==> src/rtl/uart_core.sv <==
// uart_core: parametrised UART with 16x oversampling, optional parity, 1/2 stop bits and TX/RX FIFOs
module uart_fifo #(
  parameter int W = 8,
  parameter int D = 16
) (
  input  logic         sysclk,
  input  logic         reset,
  input  logic         push,
  input  logic         pop,
  input  logic [W-1:0] din,
  output logic [W-1:0] dout,
  output logic         empty,
  output logic         full
);
  localparam int AW = $clog2(D);
  logic [W-1:0] mem [D];
  logic [AW-1:0] wp, rp;
  logic [AW:0] cnt;
  logic do_push, do_pop;
  assign empty = cnt == '0;
  assign full = cnt[AW];
  assign do_push = push && !full;
  assign do_pop = pop && !empty;
  assign dout = mem[rp];
  always_ff @(posedge sysclk) begin
    if (do_push) mem[wp] <= din;
    if (!reset) begin
      wp <= '0;
      rp <= '0;
      cnt <= '0;
    end else begin
      if (do_push) wp <= wp + AW'(1);
      if (do_pop) rp <= rp + AW'(1);
      cnt <= cnt + (AW+1)'(do_push) - (AW+1)'(do_pop);
    end
  end
endmodule

module uart_core #(
  parameter int CLK_DIV    = 27,
  parameter int DATA_BITS  = 8,
  parameter int PARITY     = 0,
  parameter int STOP_BITS  = 1,
  parameter int FIFO_DEPTH = 16
) (
  input  logic                 sysclk,
  input  logic                 reset,
  input  logic                 PC_Uart_rxd,
  output logic                 PC_Uart_txd,
  input  logic [DATA_BITS-1:0] tx_data,
  input  logic                 tx_wr,
  output logic                 tx_full,
  output logic                 tx_busy,
  output logic [DATA_BITS-1:0] rx_data,
  input  logic                 rx_rd,
  output logic                 rx_empty,
  output logic                 rx_frame_err,
  output logic                 rx_parity_err,
  output logic                 rx_overrun,
  input  logic                 err_clr
);
  localparam int DW = $clog2(CLK_DIV);
  localparam bit ODD = PARITY == 1;
  typedef enum logic [2:0] {T_IDLE, T_START, T_DATA, T_PAR, T_STOP} tx_state_t;
  typedef enum logic [2:0] {R_IDLE, R_START, R_DATA, R_PAR, R_STOP, R_BREAK} rx_state_t;
  tx_state_t ts, ts_n;
  rx_state_t rs, rs_n;
  logic [DW-1:0] tdiv, rdiv;
  logic [4:0] tcnt;
  logic [3:0] rcnt;
  logic [2:0] tbit, rbit;
  logic [DATA_BITS-1:0] tsh, tx_head, rsh, rx_head;
  logic tpar, ttick, tend, tx_empty, t_pop;
  logic s1, rxs, rxs_q, rtick, rmid, rperr, r_done, r_ferr, rx_full;
  uart_fifo #(.W(DATA_BITS), .D(FIFO_DEPTH)) u_txf (
    .sysclk(sysclk), .reset(reset), .push(tx_wr), .pop(t_pop), .din(tx_data),
    .dout(tx_head), .empty(tx_empty), .full(tx_full)
  );
  uart_fifo #(.W(DATA_BITS), .D(FIFO_DEPTH)) u_rxf (
    .sysclk(sysclk), .reset(reset), .push(r_done && !r_ferr), .pop(rx_rd), .din(rsh),
    .dout(rx_head), .empty(rx_empty), .full(rx_full)
  );
  assign rx_data = rx_empty ? '0 : rx_head;
  assign ttick = tdiv == DW'(CLK_DIV - 1);
  assign tend = ttick && tcnt == ((ts == T_STOP) ? 5'(16 * STOP_BITS - 1) : 5'd15);
  assign rtick = rdiv == DW'(CLK_DIV - 1);
  assign rmid = rtick && rcnt == 4'd7;
  always_comb begin
    ts_n = ts;
    t_pop = 1'b0;
    case (ts)
      T_IDLE: if (!tx_empty) begin
        t_pop = 1'b1;
        ts_n = T_START;
      end
      T_START: if (tend) ts_n = T_DATA;
      T_DATA: if (tend && tbit == 3'(DATA_BITS - 1)) ts_n = (PARITY != 0) ? T_PAR : T_STOP;
      T_PAR: if (tend) ts_n = T_STOP;
      T_STOP: if (tend) begin
        t_pop = !tx_empty;
        ts_n = tx_empty ? T_IDLE : T_START;
      end
      default: ts_n = T_IDLE;
    endcase
  end
  always_ff @(posedge sysclk) ts <= !reset ? T_IDLE : ts_n;
  always_ff @(posedge sysclk) begin
    if (!reset) begin
      tdiv <= '0;
      tcnt <= '0;
      tbit <= '0;
      tsh <= '0;
      tpar <= 1'b0;
      PC_Uart_txd <= 1'b1;
      tx_busy <= 1'b0;
    end else begin
      PC_Uart_txd <= (ts == T_START) ? 1'b0 : (ts == T_DATA) ? tsh[0] : (ts == T_PAR) ? tpar : 1'b1;
      tx_busy <= ts != T_IDLE;
      if (t_pop) begin
        tdiv <= '0;
        tcnt <= '0;
        tbit <= '0;
        tsh <= tx_head;
        tpar <= ^tx_head ^ ODD;
      end else begin
        tdiv <= ttick ? '0 : tdiv + DW'(1);
        if (ttick) tcnt <= tend ? '0 : tcnt + 5'd1;
        if (tend && ts == T_DATA) begin
          tbit <= tbit + 3'd1;
          tsh <= tsh >> 1;
        end
      end
    end
  end
  always_comb begin
    rs_n = rs;
    case (rs)
      R_IDLE: if (rxs_q && !rxs) rs_n = R_START;
      R_START: if (rmid) rs_n = rxs ? R_IDLE : R_DATA;
      R_DATA: if (rmid && rbit == 3'(DATA_BITS - 1)) rs_n = (PARITY != 0) ? R_PAR : R_STOP;
      R_PAR: if (rmid) rs_n = R_STOP;
      R_STOP: if (rmid) rs_n = rxs ? R_IDLE : R_BREAK;
      R_BREAK: if (rxs) rs_n = R_IDLE;
      default: rs_n = R_IDLE;
    endcase
  end
  always_ff @(posedge sysclk) rs <= !reset ? R_IDLE : rs_n;
  always_ff @(posedge sysclk) begin
    if (!reset) begin
      s1 <= 1'b1;
      rxs <= 1'b1;
      rxs_q <= 1'b1;
      rdiv <= '0;
      rcnt <= '0;
      rbit <= '0;
      rsh <= '0;
      rperr <= 1'b0;
      r_done <= 1'b0;
      r_ferr <= 1'b0;
      rx_frame_err <= 1'b0;
      rx_parity_err <= 1'b0;
      rx_overrun <= 1'b0;
    end else begin
      s1 <= PC_Uart_rxd;
      rxs <= s1;
      rxs_q <= rxs;
      if (rs == R_IDLE) begin
        rdiv <= '0;
        rcnt <= '0;
        rbit <= '0;
        rperr <= 1'b0;
      end else begin
        rdiv <= rtick ? '0 : rdiv + DW'(1);
        if (rtick) rcnt <= rcnt + 4'd1;
        if (rmid && rs == R_DATA) begin
          rsh <= {rxs, rsh[DATA_BITS-1:1]};
          rbit <= rbit + 3'd1;
        end
        if (rmid && rs == R_PAR) rperr <= rxs != (^rsh ^ ODD);
      end
      r_done <= rmid && rs == R_STOP;
      r_ferr <= !rxs;
      rx_frame_err <= (rx_frame_err && !err_clr) || (r_done && r_ferr);
      rx_parity_err <= (rx_parity_err && !err_clr) || (r_done && !r_ferr && rperr);
      rx_overrun <= (rx_overrun && !err_clr) || (r_done && !r_ferr && rx_full);
    end
  end
endmodule

==> config.mk <==
export PLATFORM = sky130hd
export DESIGN_NAME = uart_core
export DESIGN_NICKNAME = d
export VERILOG_FILES = /design/src/rtl/uart_core.sv
export SDC_FILE = /design/constraint.sdc
export NUM_CORES = 1
export LEC_CHECK = 0
export ABC_AREA = 1
export BUFFER_PORTS_ARGS = -buffer_cell sky130_fd_sc_hd__buf_4
export CAP_MARGIN = 5
export CORE_AREA = 2 2 225 227
export DETAILED_ROUTE_END_ITERATION = 12
export DIE_AREA = 0 0 227 229
export PLACE_DENSITY = 0.4
export SLEW_MARGIN = 10
export SYNTH_ARGS = -nofsm -noshare
export SYNTH_HDL_FRONTEND = slang
export SYNTH_SLANG_ARGS = --single-unit
==> constraint.sdc <==
create_clock -name sysclk -period 3.2 [get_ports sysclk]
set_input_delay 0.32 -clock sysclk [delete_from_list [all_inputs] [get_ports sysclk]]
set_output_delay 0.32 -clock sysclk [all_outputs]
set_load 0.1 [all_outputs]
### Yosys cells after proc, flatten, opt, wreduce, memory -nomap -nowiden

Memory sizes are Yosys's and may differ from the RTL's. A register that Yosys moved wholly into a read port is not among the register bits.
Cells that the tools add are included.
Widths: inputs -> output; s select.

* register bits: 85
* bits in latches: 0
* RAM bits: 256
* memory bits (read-only): 0
* input bits: 14
* output and inout bits: 15
* word-level logic and storage cells: 152
* memories kept: 2

* add/subtract/negate cells: 14
* multipliers: 0
* divide/modulo/power cells: 0
* order comparisons: 0
* equal/unequal tests: 27
* shift-type cells: 0
* muxes and demuxes: 34
* bitwise gates (word level): 2
* reduce and logical (&&, ||, !) cells: 45

Memory list
* u_rxf.mem: depth 16, width 8, read ports 1, clocked after memory_dff 1, write ports 1, line 16 `logic [W-1:0] mem [D];`
* u_txf.mem: depth 16, width 8, read ports 1, clocked after memory_dff 1, write ports 1, line 16

Operator list (count)
* $mux 3: 12
* $mux 8: 3
* $ne 2x2->1 const B: 11
* $add 4x1->4 const B: 5
* $logic_and 1x1->1: 20
* $pmux 3 s6: 1
* $mux 4: 4
* $reduce_xor 8->1: 2
* $add 5x1->5 const B: 3
* $eq 3x3->1 const B: 5
* $pmux 3 s5: 1
* $eq 3x2->1 const B: 4
* $add 5x1->5: 2
* $eq 5x5->1 const B: 2
* $logic_not 5->1: 2
* $mux 1: 10
* $sub 5x1->5: 2
* $logic_not 1->1: 7
* $add 3x1->3 const B: 2
* $eq 3x1->1 const B: 2
* $logic_not 3->1: 2
* $reduce_and 6->1: 1
* $reduce_or 3->1: 2
* $eq 5x4->1 const B: 1
* other kinds (12): 16

### Longest topological paths before layout

Gate-level depths: netlist (run 1).

* word-level depth: 7
* mapped depth: 19

### Modules after synthesis

A second synthesis (run 1) with hierarchy kept.

* cells, all modules: 1698
* area total of the unflattened synthesis: 15897.7 µm²

Modules (own cells, without submodules)
* uart_fifo (u_rxf): instances 1, cells each 643, area an instance 6426.2 µm², sequential area each 4184.0 µm²
* uart_fifo (u_txf): instances 1, cells each 643, area an instance 6418.7 µm², sequential area each 4184.0 µm²
* uart_core: instances 1, cells each 412, area an instance 3052.9 µm², sequential area each 1181.1 µm²

### Worst setup path before layout (run 1)

OpenSTA, ideal clock, no wires.

* kind: reg-to-output
* start point: register u_rxf.cnt[2]
* end point: output port rx_data[0]
* arrival: 3.176 ns
* required time: 2.880 ns
* setup slack: -0.296 ns
* cell stages (with the launch flop): 6
* buffers on the path: 0
* path through: dfxtp_1 inv_1 ha_1 nand4_1 clkinv_1 a21oi_1

* cells in the longest elaborated chain, start to end: 2

Ends and longest elaborated chain
* start, declared: line 18 `logic [AW:0] cnt;`
* start signal, assigned: line 34 `cnt <= cnt + (AW+1)'(do_push) - (AW+1)'(do_pop);`
* $logic_not 5->1: line 20 `assign empty = cnt == '0;`
* via rx_empty: line 56 `output logic rx_empty,`
* $mux 8: line 83 `assign rx_data = rx_empty ? '0 : rx_head;`
* end, declared: line 54 `output logic [DATA_BITS-1:0] rx_data,`

The timed path passes the listed nets, and every way through them passes these cells.

==> results of run 1 <==
==> worst register-to-register path: stages (launching register included) <==
cell and delay, ns:
dfxtp_1 0.33, inv_1 0.06, ha_1 0.13, nand2_1 0.08, nor3_4 0.23, nand4_1 0.14, inv_2 0.08, nand2_2 0.09
nand2_2 0.10, nand3_4 0.07, inv_2 0.13, ha_1 0.16, inv_1 0.04, ha_1 0.22, fa_1 0.43, nand2_1 0.08
a21oi_1 0.06, nor2_1 0.11, o21ai_0 0.08, a21oi_1 0.13
==> cell type report <==
| class | instances | area, µm² | area share (%) |
|---|---|---|---|
| Sequential cell | 349 | 9550 | 56.1 |
| Multi-Input combinational cell | 854 | 4300 | 25.3 |
| Clock buffer | 50 | 1060 | 6.23 |
| Tap cell | 672 | 841 | 4.94 |
| Inverter | 165 | 623 | 3.66 |
| Timing Repair Buffer | 60 | 503 | 2.96 |
| Clock inverter | 23 | 140 | 0.823 |
==> synth_stat cells <==
cell type / number / area (µm²)
buf_2: 17 / 85.1
buf_4: 1 / 7.51
a211oi_1: 3 / 22.5
nor2_1: 188 / 706
edfxtp_1: 256 / 7690
o21a_1: 1 / 7.51
nor3_4: 1 / 16.3
xnor2_1: 11 / 96.3
ha_1: 32 / 400
o22ai_1: 11 / 68.8
a21oi_1: 46 / 230
nand2_2: 7 / 43.8
o221ai_1: 29 / 254
nor3_1: 11 / 55.1
nor3b_1: 2 / 15.0
xor2_1: 10 / 87.6
and3_1: 1 / 6.26
or2_1: 2 / 12.5
nand3_4: 1 / 17.5
buf_6: 4 / 45.0
inv_2: 11 / 41.3
a31oi_1: 2 / 12.5
nand4_1: 8 / 50.1
nand3_2: 1 / 10.0
or2_2: 2 / 12.5
buf_1: 3 / 11.3
o21ai_1: 4 / 20.0
a31o_2: 1 / 8.76
o31ai_1: 2 / 15.0
clkbuf_1: 31 / 116
o211ai_1: 15 / 113
inv_1: 151 / 567
a2111oi_0: 1 / 8.76
dfxtp_1: 93 / 1860
clkinv_1: 3 / 11.3
nand2_1: 265 / 995
nor4_1: 1 / 6.26
nand3_1: 90 / 450
o21ai_0: 104 / 521
fa_1: 2 / 40.0
==> flip-flops by register name, summed over array words and instances (netlist names), 3 cells and up, named ones only <==
signal / cells
u_txf.wp: 4
tsh: 8
u_txf.mem: 128
tdiv: 5
rcnt: 4
tbit: 3
rdiv: 5
rs: 3
u_rxf.rp: 4
u_txf.rp: 4
rsh: 8
ts: 3
u_rxf.cnt: 5
u_txf.cnt: 5
tcnt: 5
rbit: 3
u_rxf.wp: 4
u_rxf.mem: 128
==> path summary, 6_finish.rpt <==
path	slack [ns]	cells after the start	endpoint	start
worst min-delay path	0.06	4	rx_parity_err	err_clr
worst max-delay path	0.22	6	rx_data[6]	flip-flop
worst min register to register	0.42	1	rxs	s1
worst max register to register	0.40	19	u_txf.cnt[4]	tdiv[0]
==> stage by stage <==
| step | hold slack, ns | util, % |
|---|---|---|
| 6_report | 0.0606 | 34.3 |
| 3_5_place_dp | 0.411 | 31.8 |
| 5_1_grt | 0.0517 | 34.3 |
| 4_1_cts | 0.0240 | 34.3 |
| 3_3_place_gp | 0.414 | 31.8 |
| 2_1_floorplan | 0.393 | - |
==> timing repair <==
action,4_1_cts,5_1_grt
buffers inserted,0,0
gates resized for setup,0,1
endpoints found under the hold margin,1,0
endpoints found under the setup margin,0,1
hold buffers,1,0
==> power groups by stage <==
stage	logic (mW)	registers [mW]	clock network [mW]
floorplan	3.19	5.41	0
finish	4.36	5.25	4.27
global route	4.93	5.28	4.59
detailed placement	4.42	5.34	0
CTS	4.43	5.25	4.44
global placement	4.40	5.34	0
==> per-layer routing <==
layer	vias to the layer above	share of wire, %	track usage (%)
li1	4922	-	-
met1	4756	48	19.9
met2	130	46	22.6
met3	54	3.6	2.89
met4	0	2.1	4.04
met5	-	0	0
==> cells by family (layout without fill, tap and decap cells) <==
logic type	Yosys count	count (layout)	synth area share, %
adder cells (fa/ha/maj)	34	34	2.99
AO/OA/AOI/OAI	219	219	8.69
flip-flops	349	349	64.8
AND/OR/NAND/NOR	580	580	16.3
XOR/XNOR	21	21	1.25
buffers and inverters	221	298	6.00
==> layout by cell type (no fill, tap or decap), types with 12 or more instances in the layout <==
cell and n:
clkbuf_16 41, inv_1 151, a21oi_1 46, o211ai_1 15, nor2_1 188, nand2_1 265
edfxtp_1 256, o221ai_1 29, nand3_1 90, ha_1 32, o21ai_0 104, buf_4 55
dfxtp_1 91, clkinv_1 12
==> metrics.cfg, run 1 <==
[clock_tree]
clock_latency_ns=0.55
clk_pin_slew_ns=0.05
root_buffer=clkbuf_16
cts_num_sinks=349
cts_buffer_depth=3
h-tree-depth=2
numCtsBuffers=41
cts_tree=yes

[floorplan]
die_height_um=229
core_area_mm2=0.0497
io-pin-count=29
initial_core_util_pct=29.7
fp-row-count=82
die_w_um=227
dieArea_mm2=0.0520

[route]
drt_pre_antenna_iters=4
wl_per_cell_um=16.8
ant_nets=0
drt_wl_total_mm=36.5
route.detailed.drc=0
vias=9862
drt-initial-drc-count=509
viasPerCell=4.54

[power]
clkPwrFrac_pct=30.8
power_frac_seq_pct=37.8
finalPower_mw=13.9
switching_share_pct=36.8
p_int_mw=8.78
p_switching_mw=5.11
irDropWorstVdd_mv=0.508
p_leak_nw=6.26
power_density_mw_per_mm2=816
comb_power_share_pct=31.4

[critical_path]
cp.arrival_ns=2.66
critPathLaunchType=flip-flop
path_class=flip-flop to output port
end_kind=output port
slowest_stage=buf_4
cp_num_buf_inv=2
cp_top_family=buffers and inverters
cp_max_fo=64
cp_common_cell=buf_4
required_ns=2.88
slowest_delay_ns=0.54
path_cells=buf_4 > o21ai_0 > o22ai_1 > o211ai_1 > a21oi_1 > buf_4

[sta]
hold_viol=0
fin_crit_sh_pct=93.0
finalSetupTns_ns=0
max_slew_margin_pct=33.8
finClkSkew_ns=0.0157
post-route-min-period_ns=2.98
worstMarginPinSlew_ns=0.989
slew_violations=0
layout_setup_ws_ns=0.225
finalSetupViolations=0
rsz0062_at_grt=no
fmax_mhz=336

[finish]
finish.net_count=1519
finalNonFillerCells=2173
finalInstanceArea_mm2=0.0170
fillCellCount=5080
diodes=0
area_growth_pct=15.5
drive_above_1_share_pct=9.33

[placement]
port-buffer-count=28
dp_hpwl_mm=22.1
place_inst=2099
place.gp.congestion=0.734
dp_worst_setup_slack_ns=0.392
post_dp_cell_area_mm2=0.0158

[global_routing]
grt_max_degree=72
antenna_found_initial=0
grt_overflow=0
grt_pass1_wl_mm=56.9
grt_usage_pct=14.3
grt_pass1_vias=9657

[synth]
yosys.cell_types.count=40
yosysWarnings=0
syn_avg_cell_area_um2=10.3
postSynthCellCount=1424
postSynthNetCount=1472
synth-seq-cells=349
synth_area_mm2=0.0147
yosysSeqAreaShare_pct=64.8

[status]
status=completed

[worst_hold_path]
hp-class=input pin to flip-flop

[flow_run]
maxCapViolCount=0

Power figures use the tool's default switching activity.
==> run 2, diff against run 1 <==
- ABC_AREA: 1 -> not set
- CORE_AREA: 2 2 225 227 -> 2 2 220 222
- DIE_AREA: 0 0 227 229 -> 0 0 222 224
- SLEW_MARGIN: 10 -> 15
==> run 2 against run 1 <==
Worst hold slack improved by 0.027 ns. Critical path depth up 8. Final area fell by 3.1%. Routed wire length fell by 25%. Sequential share of layout area is 1.8 points higher. Critical path type is now flip-flop to flip-flop.
==> metrics.cfg, run 2 <==
[status]
status=completed

[synth]
synth_edf_count=256
synth.area.top_cells=edfxtp_1, dfxtp_1, mux4_2, ha_1, xnor2_1
synth_xor_area_share_pct=2.92
synth_simple_gate_area_share_pct=7.84
synth_mux_area_share_pct=12.9
syn_avg_cell_area_um2=16.3
postSynthCellCount=864
synth.top_cell.area_share_pct=54.6
synth_fa_ha_area_share_pct=3.13
yosys.cell_types.count=49
yosysWarnings=0
synth_most_common_cell=edfxtp_1
synth_compound_area_share_pct=3.17
synth-seq-cells=349
yosysTopAreaCell=edfxtp_1
async_flop_share_pct=0
ys_top_cells_by_count=edfxtp_1, dfxtp_1, mux4_2, nor2_1, nand2_1
yosysSeqAreaShare_pct=67.8
ys_dominant_reg_cell=edfxtp_1
synth_area_mm2=0.0141
synth_top_family_by_area=multiplexers
postSynthNetCount=912

[placement]
dp_hpwl_mm=17.6
port-buffer-count=28
place_inst=1503
post_dp_cell_area_mm2=0.0152
place.gp.congestion=0.685

[power]
p_switching_mw=3.98
switching_share_pct=30.5
p_leak_nw=5.48
power_density_mw_per_mm2=792
clkPwrFrac_pct=33.8
finalPower_mw=13.1
power_frac_seq_pct=40.1
irDropWorstVdd_mv=0.411
comb_power_share_pct=26.1
p_int_mw=9.09

[sta]
hold_viol=0
post-route-min-period_ns=2.98
finClkSkew_ns=0.0260
finalSetupViolations=0
slew_violations=0
rsz0062_at_grt=no
worstMarginPinSlew_ns=0.826
max_slew_margin_pct=44.7
fin_crit_sh_pct=93.2
fmax_mhz=335

[floorplan]
initial_core_util_pct=29.8
dieArea_mm2=0.0497
core_area_mm2=0.0473
die_height_um=224
io-pin-count=29
fp-row-count=80
die_w_um=222

[route]
drt-initial-drc-count=342
viasPerCell=4.45
ant_nets=0
route.detailed.drc=0
drt_wl_total_mm=27.2
vias=7020
wl_per_cell_um=17.3
drt_pre_antenna_iters=4

[critical_path]
cp_max_fo=4
critPathLaunchType=flip-flop
cp.arrival_ns=3.41
slowest_delay_ns=0.37
required_ns=3.62
path_cells=inv_1 > ha_1 > and4b_1 > nand4_1 > or2_1 > a21oi_4 > ha_1 > inv_1 > ha_1 > fa_2 > a21oi_1 > nor2_1 > or3_1 > and3_1
end_kind=flip-flop
cp_common_cell=ha_1
slowest_stage=dfxtp_1
path_class=flip-flop to flip-flop

[flow_run]
maxCapViolCount=0

[finish]
seq_area_mm2=0.00956
area_growth_pct=17.1
finish.net_count=980
reg_top3=u_rxf.mem: 128 flops, u_txf.mem: 128 flops
multi_input_area_mm2=0.00429
drive_above_1_share_pct=22.0
final_common_cell=edfxtp_1
fillCellCount=4547
final_cell_mix=edfxtp_1, dfxtp_1, buf_4, mux4_2, nor2_1
diodes=0
finalInstanceArea_mm2=0.0165
finalNonFillerCells=1576
post-route-util_pct=34.8

[global_routing]
grt_usage_pct=11.2
grt_pass1_vias=7337
grt_max_degree=43
grt_pass1_wl_mm=43.1
antenna_found_initial=0
grt_overflow=0

[clock_tree]
cts_buffer_depth=3
numCtsBuffers=41
clock_latency_ns=0.55
root_buffer=clkbuf_16
clk_pin_slew_ns=0.06
h-tree-depth=2
post_cts_buffers=0
cts_tree=yes
cts_num_sinks=349
cts-resized-gates=0

[worst_hold_path]
hp-class=input pin to flip-flop

-- run 2: path summary, 6_finish.rpt --
check | startpoint | endpoint | slack, ns | cells past startpoint
worst max register to register | tdiv[0] | u_txf.cnt[4] | 0.22 | 14
worst min register to register | s1 | rxs | 0.41 | 1
worst min-delay path | tx_data[5] | u_txf.mem[3][5] | 0.09 | 1
worst max-delay path | tdiv[0] | u_txf.cnt[4] | 0.22 | 14
-- run 2: worst max-delay path, delay by kind of cell (launching register included) --
kind                       cells  cell delay, ns
DFF                            1            0.37
adders and majority gates      4            1.09
buffers and inverters          2            0.10
and+or+nand+nor                6            1.12
AOI/OAI and AO/OA              2            0.20
-- run 2: cell type report --
cell class	instances	area share [%]
tap	615	4.66
clock buffer	47	6.42
inverter	24	0.546
sequential	349	57.9
multi-input combinational	449	26.0
timing repair buffer	67	3.22
clock inverter	25	1.25
-- run 2: timing repair --
action | 4_1_cts | 5_1_grt
hold endpoints to repair | 1 | 0
hold buffers | 1 | 0
setup endpoints to repair | 0 | 0
-- run 2: logic make-up (layout without fill, tap and decap cells) --
| logic type | after synthesis | in the layout |
|---|---|---|
| DFF | 349 | 349 |
| adders and majority gates | 34 | 34 |
| buffers and inverters | 66 | 163 |
| AOI/OAI and AO/OA | 66 | 66 |
| muxes | 88 | 88 |
| xor gates and xnor gates | 47 | 47 |
| and+or+nand+nor | 214 | 214 |
-- run 2: layer usage --
metal	GRT usage (%)	vias to the layer above	part of all wire (%)
met3	2.51	49	3.4
met2	19.2	85	50
li1	-	3393	-
met5	0	-	0
met1	14.0	3493	44
met4	3.99	0	2.7
-- run 2: stage by stage --
step                setup slack [ns]  setup TNS [ns]  hold slack (ns)
CTS                            0.160               0           0.0569
finish                         0.217               0           0.0871
global route                  0.0329               0           0.0870
detailed placement             0.199               0            0.399
global placement               0.215               0            0.400
floorplan                     -0.309          -0.311            0.386
-- run 2: power by group through the flow --
| stage | logic (mW) | registers [mW] | clock network, mW |
|---|---|---|---|
| global placement | 3.51 | 5.34 | 0 |
| floorplan | 2.66 | 5.40 | 0 |
| finish | 3.41 | 5.24 | 4.41 |
| global route | 3.78 | 5.28 | 4.78 |
| detailed placement | 3.51 | 5.34 | 0 |
| CTS | 3.52 | 5.25 | 4.60 |
==> run 3, diff against run 2 <==
- CELL_PAD_IN_SITES_DETAIL_PLACEMENT: not set -> 0
- CELL_PAD_IN_SITES_GLOBAL_PLACEMENT: not set -> 1
- PLACE_DENSITY: 0.4 -> 0.48
==> run 3 against run 2 <==
Global-route usage increased by 0.15 points. Maximum frequency decreased by 1.6%. Register-to-register slack hardly changed. First-iteration DRC count is 4.7% lower. Core utilization rose by 0.24 points. Critical path depth fell by 9. Die area unchanged. Combinational power is essentially flat. Final area increased by 0.69%. Worst setup slack got worse by 0.050 ns. Clock power is 6.3% higher. Largest cell class unchanged.
==> metrics.cfg, run 3 (synthesis gave the netlist of run 2 again) <==
[status]
status=completed

[clock_tree]
cts_num_sinks=349
clk_pin_slew_ns=0.06
cts_buffer_depth=3
numCtsBuffers=41
root_buffer=clkbuf_16
post_cts_buffers=0
h-tree-depth=2
clock_latency_ns=0.57
cts_tree=yes

[sta]
hold_viol=0
rsz0062_at_grt=no
worstMarginPinSlew_ns=0.790
fmax_mhz=330
finalSetupTns_ns=0
fin_crit_sh_pct=94.8
finClkSkew_ns=0.0255
finalSetupViolations=0
layout_setup_ws_ns=0.168
post-route-min-period_ns=3.03
slew_violations=0
max_slew_margin_pct=47.1

[power]
power_frac_seq_pct=39.5
clkPwrFrac_pct=35.1
p_switching_mw=4.05
comb_power_share_pct=25.5
switching_share_pct=30.3
irDropWorstVdd_mv=0.368
power_density_mw_per_mm2=805
p_int_mw=9.32
finalPower_mw=13.4
p_leak_nw=5.52

[floorplan]
initial_core_util_pct=29.8
core_area_mm2=0.0473
fp-row-count=80
die_w_um=222
io-pin-count=29
die_height_um=224
dieArea_mm2=0.0497

[critical_path]
critPathLaunchType=flip-flop
required_ns=2.88
slowest_stage=mux4_2
end_kind=output port
cp.arrival_ns=2.71
cp_common_cell=mux4_2
slowest_delay_ns=0.56
cp_num_buf_inv=2
cp_max_fo=16
path_class=flip-flop to output port
cp_top_family=multiplexers
path_cells=buf_12 > mux4_2 > mux4_2 > nor2b_1 > buf_4

[global_routing]
grt_pass1_wl_mm=43.6
grt_overflow=0
grt_max_degree=66
grt_usage_pct=11.4
grt_pass1_vias=7374
antenna_found_initial=0

[finish]
reg_top3=u_rxf.mem: 128 flops, u_txf.mem: 128 flops
diodes=0
final_common_cell=edfxtp_1
post-route-util_pct=35.1
drive_above_1_share_pct=21.3
fillCellCount=4528
finalInstanceArea_mm2=0.0166
final_cell_mix=edfxtp_1, dfxtp_1, buf_4, mux4_2, nor2_1
area_growth_pct=17.9
finish.net_count=981

[route]
ant_nets=0
drt-initial-drc-count=326
drt_pre_antenna_iters=4
route.detailed.drc=0
viasPerCell=4.47
drt_wl_total_mm=27.5
wl_per_cell_um=17.4
vias=7072

[flow_run]
maxCapViolCount=0

[placement]
dp_worst_setup_slack_ns=0.194
port-buffer-count=28
place.gp.congestion=0.669
dp_hpwl_mm=17.7
post_dp_cell_area_mm2=0.0152

[worst_hold_path]
hp-class=input pin to flip-flop

==> run 3: cell types whose count changed in the layout (fill, tap and decap cells not counted), sizes merged <==
| cell | change |
|---|---|
| clkbuf | +14 |
| clkinv | -8 |
| clkinvlp | -2 |
| buf | +1 |
| bufinv | +1 |
| inv | -1 |
==> run 3: routing by layer <==
layer | vias to the layer above | GRT usage, % | share of wire [%] | wire length [µm]
met5 | - | 0 | 0 | 0
met4 | 0 | 4.73 | 2.8 | 770
met3 | 49 | 2.14 | 3.2 | 876
met2 | 87 | 19.7 | 50 | 13700
met1 | 3542 | 14.1 | 44 | 12100
li1 | 3394 | - | - | -
==> run 3: final timing paths <==
path	startpoint	end	slack [ns]	cells past startpoint
setup reg to reg	tdiv[0]	u_txf.cnt[4]	0.21	14
hold reg to reg	s1	rxs	0.40	1
setup / recovery	flip-flop	rx_data[4]	0.17	5
hold / removal	tx_data[2]	u_txf.mem[1][2]	0.06	1
==> run 3: what timing repair did <==
item	CTS	global route
gates resized for setup	1	0
hold buffers	1	0
endpoints found under the setup margin	3	0
hold endpoints to repair	1	0
==> run 3: area by class of cell <==
| type | instances | area, µm² | share of cell area, % |
|---|---|---|---|
| Timing Repair Buffer | 68 | 538 | 3.24 |
| Multi-Input combinational cell | 449 | 4290 | 25.8 |
| Tap cell | 615 | 769 | 4.63 |
| Sequential cell | 349 | 9560 | 57.5 |
| Inverter | 24 | 90.1 | 0.542 |
| Clock inverter | 15 | 226 | 1.36 |
| Clock buffer | 61 | 1140 | 6.88 |
==> run 3: power groups by stage <==
stage	combinational (mW)	sequential (mW)	clock [mW]
2_1_floorplan	2.66	5.40	0
3_3_place_gp	3.50	5.38	0
3_5_place_dp	3.49	5.38	0
4_1_cts	3.51	5.29	4.88
5_1_grt	3.75	5.31	5.06
6_report	3.41	5.28	4.69
==> run 3: per-stage QoR <==
| stage | cells | hold WS, ns |
|---|---|---|
| after floorplan | 864 | 0.386 |
| after global placement | 1504 | 0.398 |
| after detailed placement | 1504 | 0.400 |
| after CTS | 1581 | 0.0157 |
| after global routing | 1581 | 0.0490 |
| final | 1581 | 0.0617 |
